File: config.mk
export PLATFORM = sky130hd
export DESIGN_NAME = pipe_stage_skid
export DESIGN_NICKNAME = d
export VERILOG_FILES = /design/src/rtl/pipe_stage_skid_pkg.sv /design/src/rtl/pipe_stage_skid_entry.sv /design/src/rtl/pipe_stage_skid.sv
export SDC_FILE = /design/constraint.sdc
export NUM_CORES = 1
export LEC_CHECK = 0
export CAP_MARGIN = 10
export CORE_MARGIN = 5
export CORE_UTILIZATION = 51
export DETAILED_ROUTE_END_ITERATION = 7
export PLACE_DENSITY_LB_ADDON = 0.2
export SYNTH_ARGS = -nofsm -noshare
export SYNTH_HDL_FRONTEND = slang
export SYNTH_HIERARCHICAL = 1
export SYNTH_SLANG_ARGS = --single-unit
File: constraint.sdc
create_clock -name clk -period 2.8 [get_ports clk]
set_input_delay 0.28 -clock clk [delete_from_list [all_inputs] [get_ports clk]]
set_output_delay 0.28 -clock clk [all_outputs]
set_load 0.03 [all_outputs]
File: src/rtl/pipe_stage_skid_pkg.sv
// Shared definitions for the generic pipeline-stage register: control-field
// layout of the RISC-V stage control word and the stage occupancy encoding.
package pipe_stage_skid_pkg;

  // opcode carries inst[6:2]; inst[1:0] is always 2'b11 and is not stored
  localparam int OPC_OFF  = 0;
  localparam int OPC_W    = 5;
  localparam int RS1_OFF  = OPC_OFF + OPC_W;
  localparam int RS1_W    = 5;
  localparam int RS2_OFF  = RS1_OFF + RS1_W;
  localparam int RS2_W    = 5;
  localparam int RD_OFF   = RS2_OFF + RS2_W;
  localparam int RD_W     = 5;
  localparam int RWE_OFF  = RD_OFF + RD_W;
  localparam int RWE_W    = 1;
  localparam int MWE_OFF  = RWE_OFF + RWE_W;
  localparam int MWE_W    = 1;
  localparam int WBS_OFF  = MWE_OFF + MWE_W;
  localparam int WBS_W    = 2;

  localparam int CTRL_W_FULL  = WBS_OFF + WBS_W;
  localparam int CTRL_W_IFID  = CTRL_W_FULL;
  localparam int CTRL_W_IDEX  = CTRL_W_FULL;
  localparam int CTRL_W_EXMEM = CTRL_W_FULL;
  localparam int CTRL_W_MEMWB = CTRL_W_FULL;

  // Occupancy doubles as the state encoding
  typedef logic [1:0] state_t;

  localparam state_t ST_EMPTY = 2'd0;
  localparam state_t ST_ONE   = 2'd1;
  localparam state_t ST_TWO   = 2'd2;

endpackage

File: src/rtl/pipe_stage_skid_entry.sv
// One payload+control holding register. Control clear beats load so a
// squashed or drained entry never presents a live control word.
module pipe_stage_entry
  import pipe_stage_skid_pkg::*;
#(
  parameter int DATA_WIDTH = 64,
  parameter int CTRL_WIDTH = CTRL_W_FULL
) (
  input  logic                  clk,
  input  logic                  reset_n,
  input  logic                  i_load,
  input  logic                  i_clr,
  input  logic [DATA_WIDTH-1:0] i_data,
  input  logic [CTRL_WIDTH-1:0] i_ctrl,
  output logic [DATA_WIDTH-1:0] o_data,
  output logic [CTRL_WIDTH-1:0] o_ctrl
);

  logic [DATA_WIDTH-1:0] r_data;
  logic [CTRL_WIDTH-1:0] r_ctrl;

  always_ff @(posedge clk or negedge reset_n) begin
    if (!reset_n) begin
      r_data <= '0;
      r_ctrl <= '0;
    end else begin
      if (i_clr) begin
        r_ctrl <= '0;
      end else if (i_load) begin
        r_ctrl <= i_ctrl;
        r_data <= i_data;
      end
    end
  end

  assign o_data = r_data;
  assign o_ctrl = r_ctrl;

endmodule

File: src/rtl/pipe_stage_skid.sv
// Generic valid/ready pipeline-stage register with flush-to-bubble and an
// optional 2-entry skid buffer that registers the upstream ready.
//
// state    | meaning
// ST_EMPTY | nothing held, out_valid = 0
// ST_ONE   | main entry holds the oldest beat, out_valid = 1
// ST_TWO   | main + skid both full, in_ready = 0 (SKID_EN = 1 only)
module pipe_stage_skid
  import pipe_stage_skid_pkg::*;
#(
  parameter int DATA_WIDTH = 64,
  parameter int CTRL_WIDTH = CTRL_W_FULL,
  parameter bit SKID_EN    = 1'b1
) (
  input  logic                  clk,
  input  logic                  reset_n,
  input  logic                  flush,
  input  logic                  in_valid,
  output logic                  in_ready,
  input  logic [DATA_WIDTH-1:0] in_data,
  input  logic [CTRL_WIDTH-1:0] in_ctrl,
  output logic                  out_valid,
  input  logic                  out_ready,
  output logic [DATA_WIDTH-1:0] out_data,
  output logic [CTRL_WIDTH-1:0] out_ctrl,
  output logic [1:0]            occupancy
);

  state_t r_state;
  state_t w_next;

  logic w_in_fire;
  logic w_out_fire;
  logic w_main_load;
  logic w_main_from_skid;
  logic w_main_clr;
  logic w_skid_load;
  logic w_skid_clr;

  logic [DATA_WIDTH-1:0] w_main_data;
  logic [CTRL_WIDTH-1:0] w_main_ctrl;
  logic [DATA_WIDTH-1:0] w_skid_data;
  logic [CTRL_WIDTH-1:0] w_skid_ctrl;

  assign out_valid  = (r_state != ST_EMPTY);
  assign occupancy  = r_state;
  assign w_in_fire  = in_valid & in_ready;
  assign w_out_fire = out_valid & out_ready;

  always_ff @(posedge clk or negedge reset_n) begin
    if (!reset_n) r_state <= ST_EMPTY;
    else          r_state <= w_next;
  end

  always_comb begin
    w_next = r_state;
    if (flush) begin
      w_next = ST_EMPTY;
    end else begin
      case (r_state)
        ST_EMPTY: if (w_in_fire) w_next = ST_ONE;
        ST_ONE: begin
          if (w_in_fire && !w_out_fire)      w_next = SKID_EN ? ST_TWO : ST_ONE;
          else if (!w_in_fire && w_out_fire) w_next = ST_EMPTY;
        end
        ST_TWO:   if (w_out_fire) w_next = ST_ONE;
        default:  w_next = ST_EMPTY;
      endcase
    end
  end

  // Clears are derived from the next state so flush and draining share one path
  always_comb begin
    w_main_load      = 1'b0;
    w_main_from_skid = 1'b0;
    w_skid_load      = 1'b0;
    w_main_clr       = (w_next == ST_EMPTY);
    w_skid_clr       = (w_next != ST_TWO);
    case (r_state)
      ST_EMPTY: w_main_load = w_in_fire;
      ST_ONE: begin
        w_main_load = w_in_fire & w_out_fire;
        w_skid_load = w_in_fire & ~w_out_fire;
      end
      ST_TWO: begin
        w_main_load      = w_out_fire;
        w_main_from_skid = 1'b1;
      end
      default: ;
    endcase
  end

  assign w_main_data = w_main_from_skid ? w_skid_data : in_data;
  assign w_main_ctrl = w_main_from_skid ? w_skid_ctrl : in_ctrl;

  pipe_stage_entry #(
    .DATA_WIDTH (DATA_WIDTH),
    .CTRL_WIDTH (CTRL_WIDTH)
  ) u_main (
    .clk     (clk),
    .reset_n (reset_n),
    .i_load  (w_main_load),
    .i_clr   (w_main_clr),
    .i_data  (w_main_data),
    .i_ctrl  (w_main_ctrl),
    .o_data  (out_data),
    .o_ctrl  (out_ctrl)
  );

  generate
    if (SKID_EN) begin : g_skid
      logic r_in_ready;

      always_ff @(posedge clk or negedge reset_n) begin
        if (!reset_n) r_in_ready <= 1'b1;
        else          r_in_ready <= (w_next != ST_TWO);
      end

      assign in_ready = r_in_ready;

      pipe_stage_entry #(
        .DATA_WIDTH (DATA_WIDTH),
        .CTRL_WIDTH (CTRL_WIDTH)
      ) u_skid (
        .clk     (clk),
        .reset_n (reset_n),
        .i_load  (w_skid_load),
        .i_clr   (w_skid_clr),
        .i_data  (in_data),
        .i_ctrl  (in_ctrl),
        .o_data  (w_skid_data),
        .o_ctrl  (w_skid_ctrl)
      );
    end else begin : g_no_skid
      logic w_unused_skid;

      assign in_ready      = ~out_valid | out_ready;
      assign w_skid_data   = '0;
      assign w_skid_ctrl   = '0;
      assign w_unused_skid = w_skid_load ^ w_skid_clr;
    end
  endgenerate

endmodule

=== Yosys cells after proc, flatten, opt, wreduce, memory -nomap -nowiden ===
Cells that the tools add are included.
W data, S select, Z words.

* Logic and storage cells: 42
* Bits in registers: 179
* Input bits: 93
* Latch bits: 0
* ROM bits: 0
* Bits in writable memories: 0
* Memories kept: 0

* Mux-type cells: 15
* $lt $le $gt $ge: 0
* Shift operators: 0
* Add/subtract/negate cells: 0
* Bitwise operators: 7
* Equal/unequal tests: 3
* Reductions and logical operators: 11
* Multipliers: 0
* Divide/modulo/power cells: 0

{| class="wikitable"
|+ Operators with widths
! cell !! number
|-
| $mux W24 || 5
|-
| $mux W64 || 1
|-
| $mux W2 || 5
|-
| $pmux W2 S3 || 1
|-
| $reduce_bool A2 Y1 || 3
|-
| $and A1 B1 Y1 || 4
|-
| $logic_not A2 Y1 || 2
|-
| $reduce_and A2 Y1 || 2
|-
| $not A1 Y1 || 3
|-
| $pmux W1 S3 || 1
|-
| $eq A2 B1 Y1 const B || 1
|-
| $eq A2 B2 Y1 const B || 1
|-
| $logic_and A1 B1 Y1 || 2
|-
| $logic_not A1 Y1 || 2
|-
| $mux W1 || 2
|-
| $ne A2 B2 Y1 const B || 1
|}

=== Logic depth before layout (Yosys ltp) ===
* Depth after elaboration: 10
* Gate-level depth with buffers: 9

=== Hierarchy ===
Netlist, hierarchy kept.

{| class="wikitable"
|+ Modules (own cells, without submodules)
! module !! cells each !! area an instance (µm²) !! times used
|-
| pipe_stage_entry || 214 || 3666.0 || 2
|-
| pipe_stage_skid || 118 || 1306.3 || 1
|}

=== Worst setup path before layout ===
OpenSTA, ideal clock, no wires.

* Kind: register -> register
* From: register g_skid.r_in_ready, in the netlist in_ready
* To: register g_skid.u_skid.r_data[0], in the netlist g_skid.u_skid/o_data[0]
* Buffers on the path: 3
* Library setup time: 0.125 ns
* Clock period less this slack: 2.346 ns
* Slack: 0.454 ns
* Required time: 2.675 ns
* Arrival: 2.221 ns
* Stages on the path, launching flop included: 9
* Cells stage by stage: dfstp_2 -> nand2_1 -> or3_4 -> a211o_1 -> buf_2 -> nor2b_4 -> buf_12 -> buf_12 -> mux2_4

* Longest elaborated chain between the ends: 10
* Elaborated cells on any way between the ends: 14

{| class="wikitable"
|+ RTL lines
! what !! line !! source
|-
| start, declared || pipe_stage_skid.sv:112 || <nowiki>logic r_in_ready;</nowiki>
|-
| start signal, assigned || pipe_stage_skid.sv:116 || <nowiki>else r_in_ready <= (w_next != ST_TWO);</nowiki>
|-
| $and A1 B1 Y1 (*) || pipe_stage_skid.sv:47 || <nowiki>assign w_in_fire = in_valid & in_ready;</nowiki>
|-
| $logic_not A1 Y1 || pipe_stage_skid.sv:64 || <nowiki>else if (!w_in_fire && w_out_fire) w_next = ST_EMPTY;</nowiki>
|-
| $logic_and A1 B1 Y1 || pipe_stage_skid.sv:64 ||
|-
| $mux W2 || pipe_stage_skid.sv:64 ||
|-
| $mux W2 || pipe_stage_skid.sv:63 || <nowiki>if (w_in_fire && !w_out_fire) w_next = SKID_EN ? ST_TWO : ST_ONE;</nowiki>
|-
| $pmux W2 S3 (*) || pipe_stage_skid.sv:60 || <nowiki>case (r_state)</nowiki>
|-
| $mux W2 (*) || pipe_stage_skid.sv:57 || <nowiki>if (flush) begin</nowiki>
|-
| $ne A2 B2 Y1 (*) || pipe_stage_skid.sv:78 || <nowiki>w_skid_clr = (w_next != ST_TWO);</nowiki>
|-
| named net w_skid_clr || pipe_stage_skid.sv:38 || <nowiki>logic w_skid_clr;</nowiki>
|-
| $not A1 Y1 (no source line) (*) || -- ||
|-
| $reduce_and A2 Y1 (no source line) (*) || -- ||
|-
| end signal, assigned || pipe_stage_skid_entry.sv:31 || <nowiki>r_data <= i_data;</nowiki>
|-
| end, declared || pipe_stage_skid_entry.sv:19 || <nowiki>logic [DATA_WIDTH-1:0] r_data;</nowiki>
|}

The timed path passes the listed nets; every way through them passes the cells marked *.
A chain may end at the register's enable or synchronous reset.

=== Worst setup path in the final report ===
* From: register g_skid.r_in_ready, in the netlist in_ready
* To: register g_skid.u_skid.r_data[40], in the netlist g_skid.u_skid/o_data[40]

The elaborated chain is that of the path after synthesis.

==> results.txt <==
worst-case vdd ir drop = 0.4441 mV
synth warn = 6
status = completed
largest net degree at the start of global routing = 81
Final Hold Viols = 0
CP max stage cell = dfstp_2
boundary pin count = 185
First-pass DRT Iterations = 5
slew at the pin with the worst max-slew slack = 606.9 ps
maxcap violations = 0
Post-Synthesis Cells = 546
endpoints failing setup = 0
Max Fclk = 421.9 MHz
crit path capture type = flop
Routed WL = 18,580 µm
Root Buffer = clkbuf_16
# DRC = 0
Rows = 47
Min Clock Period, post-route = 2370 ps
number of synthesized flops with an enable pin = 0
Worst Setup Path Type = reg2reg
startpoint type of the worst setup path = flop
initial DRC count = 270
Final Max Tran Viols = 0
Lkg Pwr = 4.934 nW
routed vias = 5,043
Worst path max stage delay = 530 ps
ys flop type = dfrtp_1
# resized after CTS = 0
Tot GR Track Use = 19.05%
post-synth design cell area = 8638 µm²
CTS Buffer Depth = 2
GRT Residual Overflow = 0
ys async rst share = 100.0%
RSZ-0062 raised after global routing = no
setup bufs post-CTS = 0
GPL Wtd Cong = 0.7896
Die H = 140.1 µm
TNS Setup = 0 ps
initial antenna violation count = 1
pwr dens = 694.9 nW/µm²
DIE WIDTH = 140.1 µm
Hold/Removal Path Class = in2async
# port buffers = 184
DIE AREA = 19,640 µm²
area grow syn2layout = 29.20%
cts bufs inserted = 17
crit path max fanout = 22
Starting Density = 52.09%
WL per Instance = 19.23 µm
cts hold-fix bufs = 1
relative slew slack = 59.54%
clk sink count = 179
Seq/Total Area, Yosys = 51.87%
final period utilization = 84.66%
vias per cell = 5.220
CTS tree = built
crit path cell chain = nand2_1 -> or3_4 -> a211o_1 -> nor2b_4 -> buf_12 -> buf_4 -> mux2_4
Routed Antenna Nets = 0
arrival time of the worst setup path = 2680 ps
H-tree levels = 4
Worst Path Required = 3110 ps
vias in the first global route = 5,551
synthesized flop and latch total = 179
Syn Nets = 639
hpwl dp = 12,410 µm
first-pass GRT wire length = 30,240 µm
post-synth cell types = 27
overall power = 7.756 mW
Worst-Skew Late Latency = 420 ps
Nets = 825
layout cell share with drive strength beyond 1 = 36.78%
Clock transition at path regs = 70 ps
post-synthesis average cell area = 15.82 µm²
core area = 16,580 µm²
Clock Skews = 7.253 ps
path summary, 6_finish.rpt:
| kind | start | endpoint | slack [ps] | depth (start not counted) |
|---|---|---|---|---|
| max in group asynchronous | reset_n | u_main/o_data[48] | 1470 | 3 |
| worst min register to register | g_skid.u_skid/o_data[56] | g_skid.u_skid/o_data[56] | 510 | 1 |
| worst max register to register | in_ready | g_skid.u_skid/o_data[40] | 430 | 7 |
| min in group clk | in_data[54] | g_skid.u_skid/o_data[54] | 490 | 2 |
| worst min-delay path | reset_n | u_main/o_data[57] | 390 | 2 |
| worst max-delay path | in_ready | g_skid.u_skid/o_data[40] | 430 | 7 |
power breakdown:
part	total, mW	internal (mW)	switching (mW)
sequential	3.16	2.94	0.226
clock	2.42	1.38	1.04
combinational	2.17	1.14	1.03
cell families (layout without fill, tap and decap cells):
family	Yosys count	after routing	synth area share, %
and+or+nand+nor	60	60	3.245
muxes	264	264	38.93
other	0	1	0
buffers and inverters	37	236	5.403
AOI/OAI and AO/OA	6	6	0.5505
DFF	179	179	51.87
registers in the layout (all words and copies together), names as in the netlist:
| signal | count |
|---|---|
| u_main/o_ctrl | 24 |
| g_skid.u_skid/o_data | 64 |
| occupancy | 2 |
| u_main/o_data | 64 |
| g_skid.u_skid/o_ctrl | 24 |
| in_ready | 1 |
stage by stage:
| step | instance area, µm² | hold WS (ps) | std cells | setup slack [ps] | utilization (%) |
|---|---|---|---|---|---|
| finish | 11160 | 392.6 | 966 | 429.7 | 67.30 |
| CTS | 11160 | 424.8 | 965 | 442.4 | 67.29 |
| detailed placement | 10550 | 314.6 | 932 | 227.3 | 63.60 |
| floorplan | 8638 | -15.59 | 546 | 454.1 | - |
| global route | 11160 | 466.4 | 966 | 339.3 | 67.30 |
| global placement | 10550 | 303.1 | 932 | 276.4 | 63.60 |
routing by layer:
layer | vias up | part of all wire [%] | GRT usage [%]
met4 | 0 | 0.91 | 5.660
li1 | 2290 | - | -
met3 | 17 | 5.1 | 5.215
met2 | 124 | 48 | 29.86
met1 | 2612 | 46 | 26.12
met5 | - | 0 | 0
final cells by class:
type	instances	area [µm²]
multi-input combinational	330	3696
tap	220	275.3
clock buffer	20	456.7
fill	1209	5423
antenna	1	2.502
clock inverter	12	145.1
timing repair buffer	203	2101
inverter	1	3.754
sequential	179	4481
cell usage after synthesis, types with 2 or more instances:
cell      number  area, µm²
nor2_1        49      183.9
mux2_2        96       1081
a21o_1         2      15.01
mux2_4       120       1802
buf_6         11      123.9
buf_12        14      280.3
mux2i_1       48      480.5
buf_2          6      30.03
nor2b_4        2      27.53
dfrtp_1      178       4454
clkbuf_1       4      15.01
layout by cell type, fill, tap and decap left out, drive strengths merged, types with 2 or more instances in the layout:
cell / synthesis / final
bufinv: 0 / 2
clkdlybuf4s50: 0 / 183
nor2: 49 / 49
mux2: 216 / 216
mux2i: 48 / 48
clkinvlp: 0 / 4
nand2: 2 / 2
clkbuf: 5 / 20
a21o: 2 / 2
nor2b: 2 / 2
buf: 31 / 19
dfrtp: 178 / 178
clkinv: 0 / 2
inv: 1 / 5
critical path, delay by kind of cell, from the launching register on:
kind / cells / cell delay, ps
AOI/OAI and AO/OA: 1 / 310
DFF: 1 / 530
muxes: 1 / 310
and+or+nand+nor: 3 / 650
buffers and inverters: 2 / 410
No activity file was read; power rests on OpenSTA's default activity.
